### config.mk
export PLATFORM = sky130hd
export DESIGN_NAME = pipe_shifter
export DESIGN_NICKNAME = d
export VERILOG_FILES = /design/src/rtl/shift_pkg.sv /design/src/rtl/shift_stage.sv /design/src/rtl/pipe_shifter.sv
export SDC_FILE = /design/constraint.sdc
export NUM_CORES = 1
export LEC_CHECK = 0
export BUFFER_PORTS_ARGS = -buffer_cell sky130_fd_sc_hd__buf_2
export CORE_ASPECT_RATIO = 0.6
export CORE_MARGIN = 1.5
export CORE_UTILIZATION = 50
export CTS_BUF_LIST = sky130_fd_sc_hd__clkbuf_4
export DETAILED_ROUTE_END_ITERATION = 8
export PLACE_DENSITY = 0.64
export SYNTH_ARGS = -nofsm -noshare
export SYNTH_HDL_FRONTEND = slang
export SYNTH_HIERARCHICAL = 1
export SYNTH_SLANG_ARGS = --single-unit
### constraint.sdc
create_clock -name clock -period 2.8 [get_ports clock]
set_input_delay 0.14 -clock clock [delete_from_list [all_inputs] [get_ports clock]]
set_output_delay 0.14 -clock clock [all_outputs]
set_load 0.01 [all_outputs]
### src/rtl/shift_pkg.sv
// Shared constants and helpers for the pipelined barrel shifter.
package shift_pkg;

  localparam logic [2:0] OP_SLL = 3'b000;
  localparam logic [2:0] OP_SRL = 3'b001;
  localparam logic [2:0] OP_SRA = 3'b010;
  localparam logic [2:0] OP_ROL = 3'b011;
  localparam logic [2:0] OP_ROR = 3'b100;

  // Number of bits needed to express a shift of 0..width-1 (ceil log2).
  function automatic int shw_of(input int width);
    int n;
    n = 0;
    for (int i = 0; i < 31; i++) begin
      if ((1 << i) < width) n = i + 1;
    end
    return n;
  endfunction

  // Codes above ROR carry no shift and flag the result as an error.
  function automatic logic is_reserved(input logic [2:0] op);
    return (op > OP_ROR);
  endfunction

endpackage

### src/rtl/shift_stage.sv
// One barrel level: conditional shift by DIST followed by its pipeline register.
module shift_stage
  import shift_pkg::*;
#(
  parameter  int WIDTH = 32,
  parameter  int DIST  = 1,
  localparam int SHW   = shw_of(WIDTH),
  localparam int BIT   = shw_of(DIST)
) (
  input  logic             clock,
  input  logic             reset_n,
  input  logic             ld_i,
  input  logic             valid_i,
  input  logic [WIDTH-1:0] data_i,
  input  logic [SHW-1:0]   shamt_i,
  input  logic [2:0]       op_i,
  input  logic             err_i,
  output logic             valid_o,
  output logic [WIDTH-1:0] data_o,
  output logic [SHW-1:0]   shamt_o,
  output logic [2:0]       op_o,
  output logic             err_o
);

  logic [WIDTH-1:0] shifted;

  logic             valid_d, valid_q;
  logic [WIDTH-1:0] data_d,  data_q;
  logic [SHW-1:0]   shamt_d, shamt_q;
  logic [2:0]       op_d,    op_q;
  logic             err_d,   err_q;

  // Apply this level's fixed distance when its shift-amount bit is set.
  always_comb begin
    shifted = data_i;
    if (shamt_i[BIT]) begin
      case (op_i)
        OP_SLL:  shifted = data_i << DIST;
        OP_SRL:  shifted = data_i >> DIST;
        OP_SRA:  shifted = $signed(data_i) >>> DIST;
        OP_ROL:  shifted = (data_i << DIST) | (data_i >> (WIDTH - DIST));
        OP_ROR:  shifted = (data_i >> DIST) | (data_i << (WIDTH - DIST));
        default: shifted = data_i;
      endcase
    end
  end

  // Capture the upstream payload only when this stage is allowed to load.
  always_comb begin
    valid_d = valid_q;
    data_d  = data_q;
    shamt_d = shamt_q;
    op_d    = op_q;
    err_d   = err_q;
    if (ld_i) begin
      valid_d = valid_i;
      data_d  = shifted;
      shamt_d = shamt_i;
      op_d    = op_i;
      err_d   = err_i;
    end
  end

  // Stage register; reset empties the stage and clears its payload.
  always_ff @(posedge clock or negedge reset_n) begin
    if (!reset_n) begin
      valid_q <= 1'b0;
      data_q  <= '0;
      shamt_q <= '0;
      op_q    <= '0;
      err_q   <= 1'b0;
    end else begin
      valid_q <= valid_d;
      data_q  <= data_d;
      shamt_q <= shamt_d;
      op_q    <= op_d;
      err_q   <= err_d;
    end
  end

  assign valid_o = valid_q;
  assign data_o  = data_q;
  assign shamt_o = shamt_q;
  assign op_o    = op_q;
  assign err_o   = err_q;

endmodule

### src/rtl/pipe_shifter.sv
// Pipelined log barrel shifter: SHW levels, MSB distance first, with
// valid/ready flow control that collapses bubbles.
module pipe_shifter
  import shift_pkg::*;
#(
  parameter  int WIDTH = 32,
  localparam int SHW   = shw_of(WIDTH)
) (
  input  logic             clock,
  input  logic             reset_n,
  input  logic             in_valid,
  output logic             in_ready,
  input  logic [WIDTH-1:0] in_data,
  input  logic [SHW-1:0]   in_shamt,
  input  logic [2:0]       in_op,
  output logic             out_valid,
  input  logic             out_ready,
  output logic [WIDTH-1:0] out_data,
  output logic             out_zero,
  output logic             out_err
);

  // Index 0 is the request port; index k+1 is the register of stage k.
  logic [SHW:0]            v_pipe;
  logic [SHW:0][WIDTH-1:0] d_pipe;
  logic [SHW:0][SHW-1:0]   s_pipe;
  logic [SHW:0][2:0]       o_pipe;
  logic [SHW:0]            e_pipe;
  logic [SHW-1:0]          ld;

  assign v_pipe[0] = in_valid;
  assign d_pipe[0] = in_data;
  assign s_pipe[0] = in_shamt;
  assign o_pipe[0] = in_op;
  assign e_pipe[0] = in_valid & is_reserved(in_op);

  // A stage loads when empty or when its successor loads; the tail follows out_ready.
  always_comb begin
    ld = '0;
    ld[SHW-1] = ~v_pipe[SHW] | out_ready;
    for (int k = SHW - 2; k >= 0; k--) begin
      ld[k] = ~v_pipe[k+1] | ld[k+1];
    end
  end

  for (genvar k = 0; k < SHW; k++) begin : g_stage
    shift_stage #(
      .WIDTH (WIDTH),
      .DIST  (1 << (SHW - 1 - k))
    ) u_stage (
      .clock   (clock),
      .reset_n (reset_n),
      .ld_i    (ld[k]),
      .valid_i (v_pipe[k]),
      .data_i  (d_pipe[k]),
      .shamt_i (s_pipe[k]),
      .op_i    (o_pipe[k]),
      .err_i   (e_pipe[k]),
      .valid_o (v_pipe[k+1]),
      .data_o  (d_pipe[k+1]),
      .shamt_o (s_pipe[k+1]),
      .op_o    (o_pipe[k+1]),
      .err_o   (e_pipe[k+1])
    );
  end

  assign in_ready  = ld[0];
  assign out_valid = v_pipe[SHW];
  assign out_data  = d_pipe[SHW];
  assign out_zero  = v_pipe[SHW] & (d_pipe[SHW] == '0);
  assign out_err   = v_pipe[SHW] & e_pipe[SHW];

  // Shift amount and op are fully consumed by the last level.
  logic unused_tail;
  assign unused_tail = ^{s_pipe[SHW], o_pipe[SHW]};

endmodule

==> impl_metrics.json <==
{
  "status": "complete, no violations",
  "netlist_area_um2": 12700,
  "rsz0062_at_grt": "false",
  "grt_start_max_net_pins": 73,
  "worstSetupStartpoint": "g_stage[4].u_stage/valid_o$_DFFE_PN0P_",
  "drtPass1Iterations": 6,
  "routed_wl_um": 37100,
  "power_frac_clock": 0.139,
  "tightest_slew_ns": 1.08,
  "htree_num_levels": 4,
  "period_needed_ns": 2.52,
  "ant_nets": 0,
  "fmax_mhz": 397,
  "mostFrequentLayoutCell": "dfrtp_1",
  "cts_tree": "done",
  "row_count": 45,
  "dp.cells": 1626,
  "fin_crit_sh": 0.901,
  "grt_pass1_wl_um": 60500,
  "timing.critical_path.fanout_max": 44,
  "slew_headroom": 0.281,
  "reg2reg_slack_ns": 0.28,
  "die-height_um": 127,
  "wl_per_cell_um": 21.7,
  "yosysWarnings": 6,
  "cts.sink_count": 192,
  "p_int_w": 0.00615,
  "layout.cells.non_filler": 1713,
  "viasPerCell": 6.38,
  "start_util": 0.506,
  "nets": 1414,
  "rr_startpoint": "g_stage[4].u_stage/valid_o$_DFFE_PN0P_",
  "avgSynthCellArea_um2": 9.72,
  "ir_worst_vdd_v": 0.000468,
  "vias": 10900,
  "cts_max_path_buffers": 2,
  "die_w_um": 209,
  "cts-root-buf": "clkbuf_4",
  "cts_resized": 0,
  "cp.required_ns": 3.37,
  "crit_path_top_delay_cell": "dlygate4sd3_1",
  "synthesis.nets": 1355,
  "clk_latency_ns": 0.65,
  "final_cell_mix": "dfrtp_1 (192), a21oi_1 (132), nor2b_1 (118)",
  "numCtsBuffers": 17,
  "hold_class": "in2async",
  "cap_viol_max_count": 0,
  "dp_hpwl_um": 24800,
  "stdcell_area_um2": 14000,
  "p_per_area_nw_per_um2": 748,
  "p_leak_nw": 5.42,
  "worstPathArrival_ns": 3.09,
  "comb_power_share": 0.402,
  "coreArea_um2": 25200,
  "cpPeakStageDelay_ns": 0.58,
  "route.detailed.drc": 0,
  "start_kind": "flop",
  "finalHoldViolCount": 0,
  "slew_viol_final": 0,
  "grt.total_usage": 0.290,
  "drive_above_1_share": 0.223,
  "grt_remaining_overflow": 0,
  "hold-worst-slack_ns": 0.0579,
  "sw_frac_of_total": 0.414,
  "criticalPathCategory": "reg2reg",
  "io_buffers": 79,
  "ff2ff_path_depth": 8,
  "drt-initial-drc-count": 1214,
  "grt_pass1_vias": 10200,
  "end_kind": "flop",
  "power_switching_w": 0.00435,
  "gp_congestion": 0.852,
  "cts.clk_slew.worst_paths_ns": 0.16,
  "antenna_found_initial": 1,
  "sequentialPowerShare": 0.459,
  "path_cells": "nand2b_2 -> nor2_1 -> nand4_1 -> buf_4 -> nand2b_1 -> a21oi_1 -> a211oi_1 -> dlygate4sd3_1",
  "placed_cell_area_um2": 13300,
  "tns_ns": 0,
  "skew_ns": 0.0326,
  "setup_viol": 0,
  "areaGrowthSynthToFinish_pct": 10.3,
  "r2r_end": "g_stage[0].u_stage/data_o[16]$_DFFE_PN0P_",
  "ios": 80,
  "die_area_um2": 26500,
  "netlist_instances": 1311
}
-- state kept, by name (all words and copies together), names as in the netlist --
signal,cells
g_stage.u_stage/shamt_o,10
g_stage.u_stage/data_o,160
g_stage.u_stage/err_o,5
g_stage.u_stage/valid_o,5
g_stage.u_stage/op_o,12
-- routing by layer --
layer,up-vias,part of all wire,GRT usage
met3,28,0.083,0.0725
met4,0,0.0092,0.0575
li1,5048,-,-
met2,436,0.40,0.373
met5,-,0,0
met1,5425,0.51,0.475
-- worst max-delay path: cells and delay by family (launching register included) --
| family | cells | cell delay (ns) |
|---|---|---|
| AND/OR/NAND/NOR | 4 | 0.80 |
| buffers and inverters | 2 | 0.90 |
| AO/OA/AOI/OAI | 2 | 0.29 |
| flip-flops | 1 | 0.44 |
-- power by group through the flow --
| stage | Sequential [W] | Combinational (W) | Clock, W |
|---|---|---|---|
| final | 0.00482 | 0.00422 | 0.00146 |
| after global routing | 0.00495 | 0.00466 | 0.00161 |
| after CTS | 0.00478 | 0.00419 | 0.00151 |
| after detailed placement | 0.00484 | 0.00409 | 0 |
| after global placement | 0.00482 | 0.00402 | 0 |
| after floorplan | 0.00438 | 0.00322 | 0 |
-- how the worst max path moves through the flow --
stage / endpoint / depth (start not counted) / slack (ns)
3_3_place_gp: g_stage[3].u_stage/data_o[22]$_DFFE_PN0P_ / 5 / 0.41
6_report: g_stage[0].u_stage/data_o[16]$_DFFE_PN0P_ / 8 / 0.28
2_1_floorplan: g_stage[0].u_stage/data_o[10]$_DFFE_PN0P_ / 9 / 0.62
4_1_cts: g_stage[0].u_stage/data_o[16]$_DFFE_PN0P_ / 8 / 0.24
5_1_grt: g_stage[0].u_stage/data_o[20]$_DFFE_PN0P_ / 8 / 0.09
3_5_place_dp: g_stage[3].u_stage/data_o[22]$_DFFE_PN0P_ / 5 / 0.41
-- timing repair --
| item | 4_1_cts | 5_1_grt |
|---|---|---|
| setup buffers | 0 | 0 |
| endpoints found under the setup margin | 0 | 0 |
| hold buffers | 54 | 0 |
| hold endpoints to repair | 230 | 0 |
-- cell type report --
type	count	area [um2]
Inverter	11	41.3
Clock inverter	15	129
Timing Repair Buffer	165	1230
Antenna cell	1	2.50
Multi-Input combinational cell	983	7300
Fill cell	2222	11100
Tap cell	329	412
Sequential cell	192	4800
Clock buffer	17	128
-- per-stage QoR --
step / worst slack, ns / power (W) / utilization
after floorplan: 0.625 / 0.00759 / -
after global placement: 0.415 / 0.00885 / 0.526
after detailed placement: 0.414 / 0.00893 / 0.526
after CTS: 0.241 / 0.0105 / 0.558
after global routing: 0.0856 / 0.0112 / 0.558
final: 0.278 / 0.0105 / 0.558
No activity file was read; power rests on OpenSTA's default activity.
